--- src/rtl/morse_rx_arbiter.sv ---
// -----------------------------------------------------------------------------
// MorseRxArbiter (module morse_rx_arbiter)
//
// Purpose:
//   Merges the character strobes of N_CH symbol receivers into one
//   valid/ready stream for a single Morse decoder.
//   - Each channel owns one holding slot that captures a strobed character.
//   - A round-robin arbiter moves the winning slot into the output register.
//   - A strobe that hits a slot that is still occupied is dropped.
//   - Every dropped strobe raises a sticky per-channel overflow flag.
//   Character data passes through unmodified, including the space symbol
//   at full size.
//
// Optional feature (macro MORSE_RX_ARB_OVF_CNT_EN):
//   When this macro is defined, each channel also gets a saturating drop
//   counter of OVF_W bits. When it is undefined, ovf_cnt_o is tied to zero
//   and no counter flops are built.
//
// Ports:
//   clk          : single clock; all state changes on its rising edge
//   reset        : asynchronous, active-high reset
//   s_tvalid_i   : [N_CH]        one-cycle character strobe per channel
//   s_tdata_i    : [N_CH*CW]     symbol buffer per channel (slice k = channel k)
//   s_tsize_i    : [N_CH*SW]     symbol count per channel
//   m_tvalid_o   : output character is valid
//   m_tready_i   : decoder accepts the presented character
//   m_tdata_o    : [CW]          granted character data
//   m_tsize_o    : [SW]          granted character size
//   m_tid_o      : [$clog2(N_CH)] source channel of the presented character
//   ovf_o        : [N_CH]        sticky drop flag per channel
//   ovf_cnt_o    : [N_CH*OVF_W]  drop counter per channel
//
//   CW = MORSE_CHAR_WIDTH_MAX_C, SW = MORSE_SIZE_WIDTH_MAX_C
// -----------------------------------------------------------------------------
module morse_rx_arbiter #(
    parameter  int N_CH                   = 2,
    parameter  int OVF_W                  = 8,
    localparam int MORSE_CHAR_WIDTH_MAX_C = 5,
    localparam int MORSE_SIZE_WIDTH_MAX_C = 3,
    localparam int PTR_W                  = $clog2(N_CH)
) (
    input  logic                                   clk,
    input  logic                                   reset,
    input  logic [N_CH-1:0]                        s_tvalid_i,
    input  logic [N_CH*MORSE_CHAR_WIDTH_MAX_C-1:0] s_tdata_i,
    input  logic [N_CH*MORSE_SIZE_WIDTH_MAX_C-1:0] s_tsize_i,
    output logic                                   m_tvalid_o,
    input  logic                                   m_tready_i,
    output logic [MORSE_CHAR_WIDTH_MAX_C-1:0]      m_tdata_o,
    output logic [MORSE_SIZE_WIDTH_MAX_C-1:0]      m_tsize_o,
    output logic [PTR_W-1:0]                       m_tid_o,
    output logic [N_CH-1:0]                        ovf_o,
    output logic [N_CH*OVF_W-1:0]                  ovf_cnt_o
);

    localparam int CW = MORSE_CHAR_WIDTH_MAX_C;
    localparam int SW = MORSE_SIZE_WIDTH_MAX_C;

    typedef enum logic [1:0] {
        ST_IDLE = 2'd0,
        ST_HOLD = 2'd1
    } state_t;

    state_t            r_state;
    state_t            w_stateNext;

    logic [N_CH-1:0]   r_slotValid;
    logic [CW-1:0]     r_slotData [N_CH];
    logic [SW-1:0]     r_slotSize [N_CH];

    logic [PTR_W-1:0]  r_rrPtr;
    logic [CW-1:0]     r_mData;
    logic [SW-1:0]     r_mSize;
    logic [PTR_W-1:0]  r_mId;
    logic [N_CH-1:0]   r_ovf;

    logic              w_anyFull;
    logic              w_found;
    logic [PTR_W-1:0]  w_grant;
    logic              w_grantEn;
    logic [N_CH-1:0]   w_release;
    logic [N_CH-1:0]   w_drop;

    // Round-robin search: the first full slot at or above rr_ptr, wrapping modulo N_CH.
    always_comb begin
        w_anyFull = |r_slotValid;
        w_found   = 1'b0;
        w_grant   = '0;
        for (int i = 0; i < N_CH; i++) begin
            if (!w_found && r_slotValid[(int'(r_rrPtr) + i) % N_CH]) begin
                w_found = 1'b1;
                w_grant = PTR_W'((int'(r_rrPtr) + i) % N_CH);
            end
        end
    end

    // A grant happens when the output register is empty, or when it is being emptied this cycle.
    // Encodings other than IDLE and HOLD send the FSM back to IDLE.
    always_comb begin
        w_stateNext = r_state;
        w_grantEn   = 1'b0;
        case (r_state)
            ST_IDLE: begin
                if (w_anyFull) begin
                    w_grantEn   = 1'b1;
                    w_stateNext = ST_HOLD;
                end
            end
            ST_HOLD: begin
                if (m_tready_i) begin
                    if (w_anyFull) begin
                        w_grantEn = 1'b1;
                    end else begin
                        w_stateNext = ST_IDLE;
                    end
                end
            end
            default: begin
                w_stateNext = ST_IDLE;
            end
        endcase
    end

    // A slot that is released this cycle may accept a new strobe, so only
    // a strobe into a full slot that is not being released counts as a drop.
    always_comb begin
        w_release = '0;
        w_drop    = '0;
        for (int k = 0; k < N_CH; k++) begin
            w_release[k] = w_grantEn && (w_grant == PTR_W'(k));
            w_drop[k]    = s_tvalid_i[k] && r_slotValid[k] && !w_release[k];
        end
    end

    // FSM state register.
    always_ff @(posedge clk or posedge reset) begin
        if (reset) begin
            r_state <= ST_IDLE;
        end else begin
            r_state <= w_stateNext;
        end
    end

    // Holding slots: load on a strobe into an empty (or just-released) slot, clear on release.
    always_ff @(posedge clk or posedge reset) begin
        if (reset) begin
            r_slotValid <= '0;
            for (int k = 0; k < N_CH; k++) begin
                r_slotData[k] <= '0;
                r_slotSize[k] <= '0;
            end
        end else begin
            for (int k = 0; k < N_CH; k++) begin
                if (s_tvalid_i[k] && (!r_slotValid[k] || w_release[k])) begin
                    r_slotValid[k] <= 1'b1;
                    r_slotData[k]  <= s_tdata_i[k*CW +: CW];
                    r_slotSize[k]  <= s_tsize_i[k*SW +: SW];
                end else if (w_release[k]) begin
                    r_slotValid[k] <= 1'b0;
                end
            end
        end
    end

    // Output register and round-robin pointer.
    // Both change only on a grant, so the presented character stays stable while the decoder stalls.
    always_ff @(posedge clk or posedge reset) begin
        if (reset) begin
            r_mData <= '0;
            r_mSize <= '0;
            r_mId   <= '0;
            r_rrPtr <= '0;
        end else if (w_grantEn) begin
            r_mData <= r_slotData[w_grant];
            r_mSize <= r_slotSize[w_grant];
            r_mId   <= w_grant;
            r_rrPtr <= (w_grant == PTR_W'(N_CH - 1)) ? '0 : w_grant + 1'b1;
        end
    end

    // Sticky overflow flags, cleared only by reset.
    always_ff @(posedge clk or posedge reset) begin
        if (reset) begin
            r_ovf <= '0;
        end else begin
            r_ovf <= r_ovf | w_drop;
        end
    end

`ifdef MORSE_RX_ARB_OVF_CNT_EN
    logic [OVF_W-1:0] r_ovfCnt [N_CH];

    // Saturating drop counters: an all-ones counter stays at all-ones instead of wrapping to zero.
    always_ff @(posedge clk or posedge reset) begin
        if (reset) begin
            for (int k = 0; k < N_CH; k++) begin
                r_ovfCnt[k] <= '0;
            end
        end else begin
            for (int k = 0; k < N_CH; k++) begin
                if (w_drop[k] && (r_ovfCnt[k] != '1)) begin
                    r_ovfCnt[k] <= r_ovfCnt[k] + 1'b1;
                end
            end
        end
    end

    // Pack the counters into the flat output bus.
    always_comb begin
        ovf_cnt_o = '0;
        for (int k = 0; k < N_CH; k++) begin
            ovf_cnt_o[k*OVF_W +: OVF_W] = r_ovfCnt[k];
        end
    end
`else
    assign ovf_cnt_o = '0;
`endif

    assign m_tvalid_o = (r_state == ST_HOLD);
    assign m_tdata_o  = r_mData;
    assign m_tsize_o  = r_mSize;
    assign m_tid_o    = r_mId;
    assign ovf_o      = r_ovf;

endmodule

--- config.mk ---
export PLATFORM = sky130hd
export DESIGN_NAME = morse_rx_arbiter
export DESIGN_NICKNAME = d
export VERILOG_FILES = /design/src/rtl/morse_rx_arbiter.sv
export SDC_FILE = /design/constraint.sdc
export NUM_CORES = 1
export LEC_CHECK = 0
export ABC_AREA = 1
export CAP_MARGIN = 20
export CORE_MARGIN = 2
export CORE_UTILIZATION = 42
export CTS_BUF_LIST = sky130_fd_sc_hd__clkbuf_4
export CTS_CLUSTER_DIAMETER = 30
export CTS_CLUSTER_SIZE = 28
export DETAILED_ROUTE_END_ITERATION = 12
export GPL_TIMING_DRIVEN = 0
export HOLD_SLACK_MARGIN = 0.08
export PLACE_DENSITY = 0.78
export SYNTH_ARGS = -nofsm -noshare
export SYNTH_HDL_FRONTEND = slang
export SYNTH_SLANG_ARGS = --single-unit
--- constraint.sdc ---
create_clock -name clk -period 1.03 [get_ports clk]
set_input_delay 0.206 -clock clk [delete_from_list [all_inputs] [get_ports clk]]
set_output_delay 0.206 -clock clk [all_outputs]
set_load 0.005 [all_outputs]
==> impl_metrics.yaml, run 1 <==
power:
  powerDensity_mw_per_mm2: 2130
  power_leakage_uw: 0.00127
  power.total_uw: 4980
  vdd_drop_max_mv: 1.25
layout:
  fin_cells: 283
  antenna_cells: 0
  seq_area_um2: 777
  layout.nets: 259
  multiInputGateArea_um2: 753
  areaGrowthSynthToFinish_pct: 67.3
  stdcell_area_mm2: 0.00234
  final_cell_mix: "nand2_1, buf_4, dfrtp_1"
  final_common_cell: "nand2_1"
  drive_above_1_share: 0.502
  n_fill_cell: 233
floorplanning:
  io_pins: 49
  die_h_um: 61.7
  die_w_um: 61.7
  die_area_mm2: 0.00381
  core_area_mm2: 0.00310
  initial_core_util: 0.451
  rows: 20
critical_path:
  r2r_start: "r_slotValid[1]"
  worstPathArrival_ns: 1.47
  r2r-end: "r_slotData[4]"
  worstSetupStartpointType: "flop"
  ff2ff_path_depth: 6
  rrSetupSlack_ns: -0.20
  critical_path_class: "flop to flop"
  endpoint_kind: "flop"
  cp_max_fo: 8
  required_ns: 1.27
logic_synthesis:
  yosysSeqAreaShare: 0.555
  synth.area.top_cells: "dfrtp_1, nand2_1, buf_4"
  yosys.area.top_type: "dfrtp_1"
  syn_area_mm2: 0.00140
  synth_cells: 161
  yosys_warnings: 0
  ys_ff_latch: 31
  synth_top_cell_area_share: 0.555
  synth.distinct_cells: 16
  syn_avg_cell_area_um2: 8.69
min_path:
  whs_endpoint: "r_slotData[9]"
  hold_start: "s_tvalid_i[0]"
  min_path_cells: 3
  hp-class: "input pin to flop"
clock_tree:
  tritoncts: "yes"
  clk_latency_ns: 0.34
  root_buffer: "clkbuf_4"
  cts_sinks: 31
  clk_pin_slew_ns: 0.10
  clockBufferDepth: 2
  htree_num_levels: 2
  ctsHoldBuffers: 0
  cts_buffers: 5
outcome:
  outcome: "finished with violations"
  violations: "setup timing"
global_route:
  met1_usage: 0.274
  grt_pass1_wl_mm: 5.78
  busiest_layer: "met2"
  grt_pass1_vias: 1250
  grt_use_total: 0.219
  overflow: 0
  grt_max_degree: 22
  grt_use_met3: 0.0663
  antenna_found_initial: 0
  met2_usage: 0.355
placement:
  dp_hpwl_mm: 2.11
  place_ws_ns: -0.438
  dp.cells: 251
  place_area_mm2: 0.00186
  place.gp.congestion: 0.812
  numPortBuffers: 30
detailed_routing:
  routed_wl_mm: 3.66
  route.detailed.vias_per_inst: 4.66
  drc: 0
  wire_per_inst_um: 12.9
  drt_first_pass_iters: 4
  drtIter0Drc: 56
  via_count: 1319
  antenna_left: 0
timing:
  setup_tns_ns: -5.35
  period_needed_ns: 1.23
  fmax_mhz: 814
  fin_ws_ns: -0.198
  maxSlewViolCount: 0
  rsz0062_at_grt: "yes"
  hold_viol: 0
  setup_viol: 43
  period_share: 1.19
  final.setup_skew_ns: 0.00942
run:
  maxCapViolCount: 0
## cells in the mapped netlist, drive strengths merged
library cell  number
dfrtp             31
nand3             24
conb               1
inv                8
nand2             69
o21ai              1
clkinv             1
o21bai             2
clkbuf             1
a21boi             1
nor2               3
buf               19
## state kept, by name, summed over array words and instances (netlist names)
signal / flops
r_slotData: 10
r_slotSize: 6
m_tdata_o: 5
m_tsize_o: 3
ovf_o: 2
r_slotValid: 2
m_tid_o: 1
r_rrPtr: 1
r_state: 1
## power by group
part	switching [uW]	total, uW	internal (uW)	leakage (uW)
clock network	417	695	279	0.0000307
logic	1100	2190	1090	0.000874
registers	391	2100	1710	0.000369
## layout make-up
class,count,share of cell area
flip-flops and latches,31,0.332
well taps,44,0.0235
plain buffers,20,0.0690
clock inverters,2,0.00321
multi-input cells,116,0.322
inverters,9,0.0235
repair buffers,54,0.205
repair inverters,1,0.00267
clock buffers,6,0.0193
## critical path: stages (launching register included)
cell	delay, ns
dfrtp_1	0.44
a21boi_2	0.25
nand2_4	0.09
nand2_4	0.10
nand2_4	0.10
nand2_2	0.08
nand2_1	0.06
## how the worst max path moves through the flow
| stage | startpoint | to | slack, ns | cells past startpoint |
|---|---|---|---|---|
| floorplan | r_slotValid[1] | r_slotData[5] | -0.04 | 7 |
| global placement | reset | r_slotData[9] | -0.55 | 2 |
| detailed placement | m_tready_i | m_tdata_o[3] | -0.44 | 6 |
| CTS | r_slotValid[0] | r_slotSize[4] | -0.18 | 7 |
| global route | r_slotValid[1] | r_slotData[5] | -0.27 | 7 |
| finish | r_slotValid[1] | r_slotData[4] | -0.20 | 6 |
## cells by family (layout without fill, tap and decap cells)
kind of cell,count (synthesis),count (layout),share of synthesized area
AOI/OAI and AO/OA,4,4,0.0197
buffers and inverters,29,92,0.137
DFF,31,31,0.555
other,1,16,0.00268
and+or+nand+nor,96,96,0.286
## stage by stage
step	utilization	hold slack, ns
6_report	0.754	0.174
5_1_grt	0.754	0.181
4_1_cts	0.720	0.169
3_5_place_dp	0.601	0.460
3_3_place_gp	0.592	0.456
2_1_floorplan	-	0.310
## per-layer routing
layer / share of wire / up-vias
met5: 0 / -
met4: 0.019 / 0
met3: 0.048 / 9
met2: 0.53 / 39
li1: - / 626
met1: 0.41 / 645
## repair_timing
action,in CTS,in global routing
pin swaps,24,6
endpoints found under the hold margin,0,0
gates cloned,3,0
setup buffers,15,6
endpoints found under the setup margin,41,43
gates resized for setup,107,18
Power figures use the tool's default switching activity.
==> run 2: changes to the inputs <==
- CTS_CLUSTER_DIAMETER: 30 -> 50
- GPL_TIMING_DRIVEN: 0 -> unset
==> run 2 against run 1 <==
Net effect:
- the flow still finishes with violations (setup timing)
- non-clock buffer count decreased by 24
- clock-buffer cell count down 1
- critical path type unchanged
- via count is 12% lower
- worst hold slack better by 0.026 ns
- total power is 13% lower
- maximum frequency decreased by 0.99%
- clock skew rose by 0.0052 ns
==> impl_metrics.yaml, run 2 (synthesis results as in run 1) <==
outcome:
  outcome: "finished with violations"
  violations: "setup timing"
critical_path:
  endpoint_kind: "flop"
  worstPathArrival_ns: 1.45
  cp_max_fo: 8
  slowest_stage: "dfrtp_2"
  cpPeakStageDelay_ns: 0.44
  cp_cell_sequence: "a21boi_2 -> nand2_4 -> buf_6 -> clkinvlp_4 -> nand2_1 -> nand3_1"
  critical_path_class: "flop to flop"
  required_ns: 1.24
  worstSetupStartpointType: "flop"
detailed_routing:
  drtIter0Drc: 42
  wl_met3_um: 155
  met1_length_mm: 1.34
  antenna_left: 0
  route.detailed.vias_per_inst: 4.52
  wire_per_inst_um: 11.2
  drt_first_pass_iters: 4
  wl_met2_mm: 1.36
  top_layer: "met4"
  via_count: 1166
  routed_wl_mm: 2.90
  drc: 0
placement:
  dp_hpwl_mm: 1.92
  place_area_mm2: 0.00178
  numPortBuffers: 32
  place.gp.congestion: 0.836
  dp.cells: 242
power:
  vdd_drop_max_mv: 1.03
  power_frac_clock: 0.144
  power_switching_share: 0.362
  seq_power_share: 0.464
  switching_power_uw: 1570
  p_int_uw: 2770
  comb_power_share: 0.391
  powerDensity_mw_per_mm2: 2170
  power_leakage_uw: 0.00101
floorplanning:
  initial_core_util: 0.451
  io_pins: 49
  rows: 20
  die_w_um: 61.7
  die_h_um: 61.7
  die_area_mm2: 0.00381
  core_area_mm2: 0.00310
clock_tree:
  ctsHoldBuffers: 0
  htree_num_levels: 2
  clk_pin_slew_ns: 0.10
  clk_latency_ns: 0.33
  tritoncts: "yes"
  cts_buffers: 5
  cts_sinks: 31
  clockBufferDepth: 2
  root_buffer: "clkbuf_4"
timing:
  setup_viol: 39
  period_needed_ns: 1.24
  period_share: 1.20
  maxSlewViolCount: 0
  setup_tns_ns: -4.81
  fin_ws_ns: -0.210
  hold_viol: 0
  final.setup_skew_ns: 0.0146
  fmax_mhz: 806
  rsz0062_at_grt: "yes"
  fin_hold_ws_ns: 0.200
layout:
  layout.nets: 235
  final_cell_mix: "nand2_1, dfrtp_1, clkdlybuf4s50_1"
  fin_cells: 258
  largest_register_ffs: 10
  drive_above_1_share: 0.346
  postLayoutCoreUtil: 0.646
  seq_area_um2: 778
  multiInputGateArea_um2: 642
  antenna_cells: 0
  stdcell_area_mm2: 0.00201
  areaGrowthSynthToFinish_pct: 43.4
  n_fill_cell: 278
  final_common_cell: "nand2_1"
  top_register: "r_slotData"
global_route:
  overflow: 0
  grt_pass1_wl_mm: 4.70
  antenna_found_initial: 0
  grt_max_degree: 32
  grt_use_total: 0.179
  grt_pass1_vias: 1075
run:
  maxCapViolCount: 0
min_path:
  hp-class: "input pin to async pin"
-- run 2: changes by cell type in the layout (fill, tap and decap cells not counted), moves of 2 or more --
cell,change
buf_2,-2
buf_4,-18
buf_6,-5
clkdlybuf4s50_1,+2
clkinvlp_4,+2
nand2_1,+7
nand2_4,-9
nand2_8,+2
nand3_1,+13
nand3_2,-13
-- run 2: repair_timing --
| item | CTS | global route |
|---|---|---|
| buffers inserted | 5 | 4 |
| gates cloned | 0 | 1 |
| pin swaps | 20 | 18 |
| gates resized for setup | 62 | 29 |
| setup endpoints to repair | 41 | 42 |
-- run 2: metrics by stage --
stage | setup WS, ns | total power [uW]
after detailed placement | -0.436 | 3380
final | -0.210 | 4350
after floorplan | -0.0354 | 2790
after global routing | -0.325 | 4720
after global placement | -0.428 | 3350
after CTS | -0.204 | 4130
-- run 2: worst paths after layout --
path / from / to / slack (ns) / cells after the start
max: r_slotValid[1] / m_tdata_o[2] / -0.21 / 6
min: reset / m_tsize_o[0] / 0.20 / 3
max reg2reg: r_slotValid[1] / m_tdata_o[2] / -0.21 / 6
min reg2reg: r_slotSize[0] / m_tsize_o[0] / 0.47 / 2
max in group asynchronous: reset / r_slotValid[1] / 0.65 / 3
min in group clk: s_tdata_i[1] / r_slotData[6] / 0.42 / 3
-- run 2: metal layers --
layer  GRT usage  vias up
met3      0.0745        4
li1            -      579
met1       0.241      551
met5           0        -
met2       0.251       32
met4      0.0881        0
-- run 2: area by class of cell --
type	count	share of cell area
flip-flops and latches	31	0.388
multi-input cells	116	0.320
repair buffers	50	0.213
well taps	44	0.0274
inverters	9	0.0243
clock buffers	5	0.0187
clock inverters	2	0.00437
repair inverters	1	0.00437
-- run 2: worst max-delay path: cells and delay by family (launching register included) --
family | cells | cell delay [ns]
flip-flops | 1 | 0.44
AND/OR/NAND/NOR | 3 | 0.25
buffers and inverters | 2 | 0.25
AO/OA/AOI/OAI | 1 | 0.18
-- run 2: power groups by stage --
| stage | combinational, uW | clock, uW | sequential [uW] |
|---|---|---|---|
| global route | 1910 | 727 | 2090 |
| detailed placement | 1380 | 0 | 2000 |
| finish | 1700 | 628 | 2020 |
| CTS | 1500 | 651 | 1970 |
| global placement | 1350 | 0 | 2010 |
| floorplan | 835 | 0 | 1960 |
==> run 3: changes to the inputs <==
- RECOVER_POWER: unset -> 100
==> run 3 against run 2 <==
Net effect:
- the flow still finishes with violations (setup timing)
- cell count unchanged
- wire length is 0.21% higher
- first-iteration DRC count decreased by 2.4%
- sequential share of layout area rose by 0.29 points
- via count unchanged
- clock skew stayed put
- clock-buffer cell count unchanged
- sequential cell count did not move
- core utilization fell by 0.48 points
- non-clock buffer count unchanged
- critical endpoint unchanged
==> impl_metrics.yaml, run 3 (synthesis results as in run 1) <==
outcome:
  outcome: "finished with violations"
  violations: "setup timing"
layout:
  top_register: "r_slotData"
  largest_register_ffs: 10
  fin_cells: 258
  drive_above_1_share: 0.346
  final_cell_mix: "nand2_1, dfrtp_1, clkdlybuf4s50_1"
  layout.nets: 235
  final_common_cell: "nand2_1"
  areaGrowthSynthToFinish_pct: 42.3
  antenna_cells: 0
  seq_area_um2: 778
  n_fill_cell: 280
  multiInputGateArea_um2: 642
critical_path:
  rrSetupSlack_ns: -0.21
  slowest_stage: "dfrtp_2"
  cpPeakStageDelay_ns: 0.44
  r2r-end: "m_tdata_o[2]"
  required_ns: 1.24
  startpoint: "r_slotValid[1]"
  cp_max_fo: 8
  cp_cell_sequence: "a21boi_2 -> nand2_4 -> buf_6 -> clkinvlp_4 -> nand2_1 -> nand3_1"
  r2r_start: "r_slotValid[1]"
  ff2ff_path_depth: 6
  worstSetupStartpointType: "flop"
  worstPathArrival_ns: 1.45
  critical_path_class: "flop to flop"
  endpoint_kind: "flop"
power:
  vdd_drop_max_mv: 1.03
  power.total_uw: 4340
  power_leakage_uw: 0.00100
  powerDensity_mw_per_mm2: 2180
detailed_routing:
  antenna_left: 0
  drc: 0
  via_count: 1166
  wire_per_inst_um: 11.3
  drtIter0Drc: 41
  route.detailed.vias_per_inst: 4.52
  drt_first_pass_iters: 4
  routed_wl_mm: 2.91
floorplanning:
  core_area_mm2: 0.00310
  rows: 20
  die_w_um: 61.7
  io_pins: 49
  die_h_um: 61.7
  die_area_mm2: 0.00381
  initial_core_util: 0.451
global_route:
  grt_pass1_vias: 1075
  grt_pass1_wl_mm: 4.70
  antenna_found_initial: 0
  grt_use_total: 0.179
  grt_max_degree: 32
  overflow: 0
placement:
  place.gp.congestion: 0.836
  numPortBuffers: 32
  dp.cells: 242
  dp_hpwl_mm: 1.92
min_path:
  hp-class: "input pin to async pin"
clock_tree:
  cts_sinks: 31
  tritoncts: "yes"
  htree_num_levels: 2
  clk_latency_ns: 0.33
  clockBufferDepth: 2
  root_buffer: "clkbuf_4"
  cts_buffers: 5
  clk_pin_slew_ns: 0.10
timing:
  rsz0062_at_grt: "yes"
  hold_viol: 0
  fin_ws_ns: -0.210
  period_needed_ns: 1.24
  fmax_mhz: 806
  maxSlewViolCount: 0
  fin_hold_ws_ns: 0.351
  max_slew_margin: 0.556
  final.setup_skew_ns: 0.0146
  period_share: 1.20
  tightestPinTransition_ns: 0.666
  setup_viol: 39
run:
  maxCapViolCount: 0
-- run 3: cell types whose count changed in the layout (fill, tap and decap cells not counted) --
| cell | previous run | this run |
|---|---|---|
| buf_2 | 10 | 11 |
| buf_12 | 1 | 0 |
-- run 3: how the worst max path moves through the flow --
stage                          endpoint  depth (start not counted)
after floorplan           r_slotData[5]                          7
after global placement    r_slotData[2]                          8
after detailed placement  r_slotSize[1]                          8
after CTS                  m_tdata_o[2]                          8
after global routing       m_tdata_o[4]                          6
final                      m_tdata_o[2]                          6
-- run 3: through the flow --
step	TNS (ns)	util	setup WS [ns]	cell area (um2)
final	-4.81	0.642	-0.210	1990
after CTS	-5.05	0.612	-0.204	1900
after global placement	-11.42	0.575	-0.428	1780
after detailed placement	-11.74	0.575	-0.436	1780
after floorplan	-0.751	-	-0.0354	1480
after global routing	-8.00	0.642	-0.325	1990
-- run 3: layout make-up --
cell class / count / share of cell area
Timing Repair Buffer: 50 / 0.207
Timing Repair inverter: 1 / 0.00440
Inverter: 9 / 0.0245
Sequential cell: 31 / 0.391
Clock buffer: 5 / 0.0189
Multi-Input combinational cell: 116 / 0.322
Tap cell: 44 / 0.0277
Clock inverter: 2 / 0.00440
-- run 3: where the power goes --
part | leakage, uW | internal (uW) | total, uW | switching (uW)
registers | 0.000369 | 1710 | 2020 | 306
logic | 0.000607 | 816 | 1690 | 877
clock network | 0.0000285 | 241 | 628 | 387
-- run 3: timing repair --
action | CTS | global route
pin swaps | 20 | 18
buffers inserted | 5 | 4
endpoints found under the setup margin | 41 | 42
hold buffers | 0 | 0
cloned | 0 | 1
gates resized for setup | 62 | 29
-- run 3: worst max-delay path, delay by kind of cell, from the launching register on --
family | cells | cell delay [ns]
simple gates | 3 | 0.25
buf+inv | 2 | 0.25
flops | 1 | 0.44
compound gates | 1 | 0.18
-- run 3: per-layer routing --
metal  vias up  track usage  wire, um
met5         -            0         0
met4         0       0.0881        36
met2        32        0.251      1360
li1        579            -         -
met3         4       0.0745       155
met1       551        0.241      1350
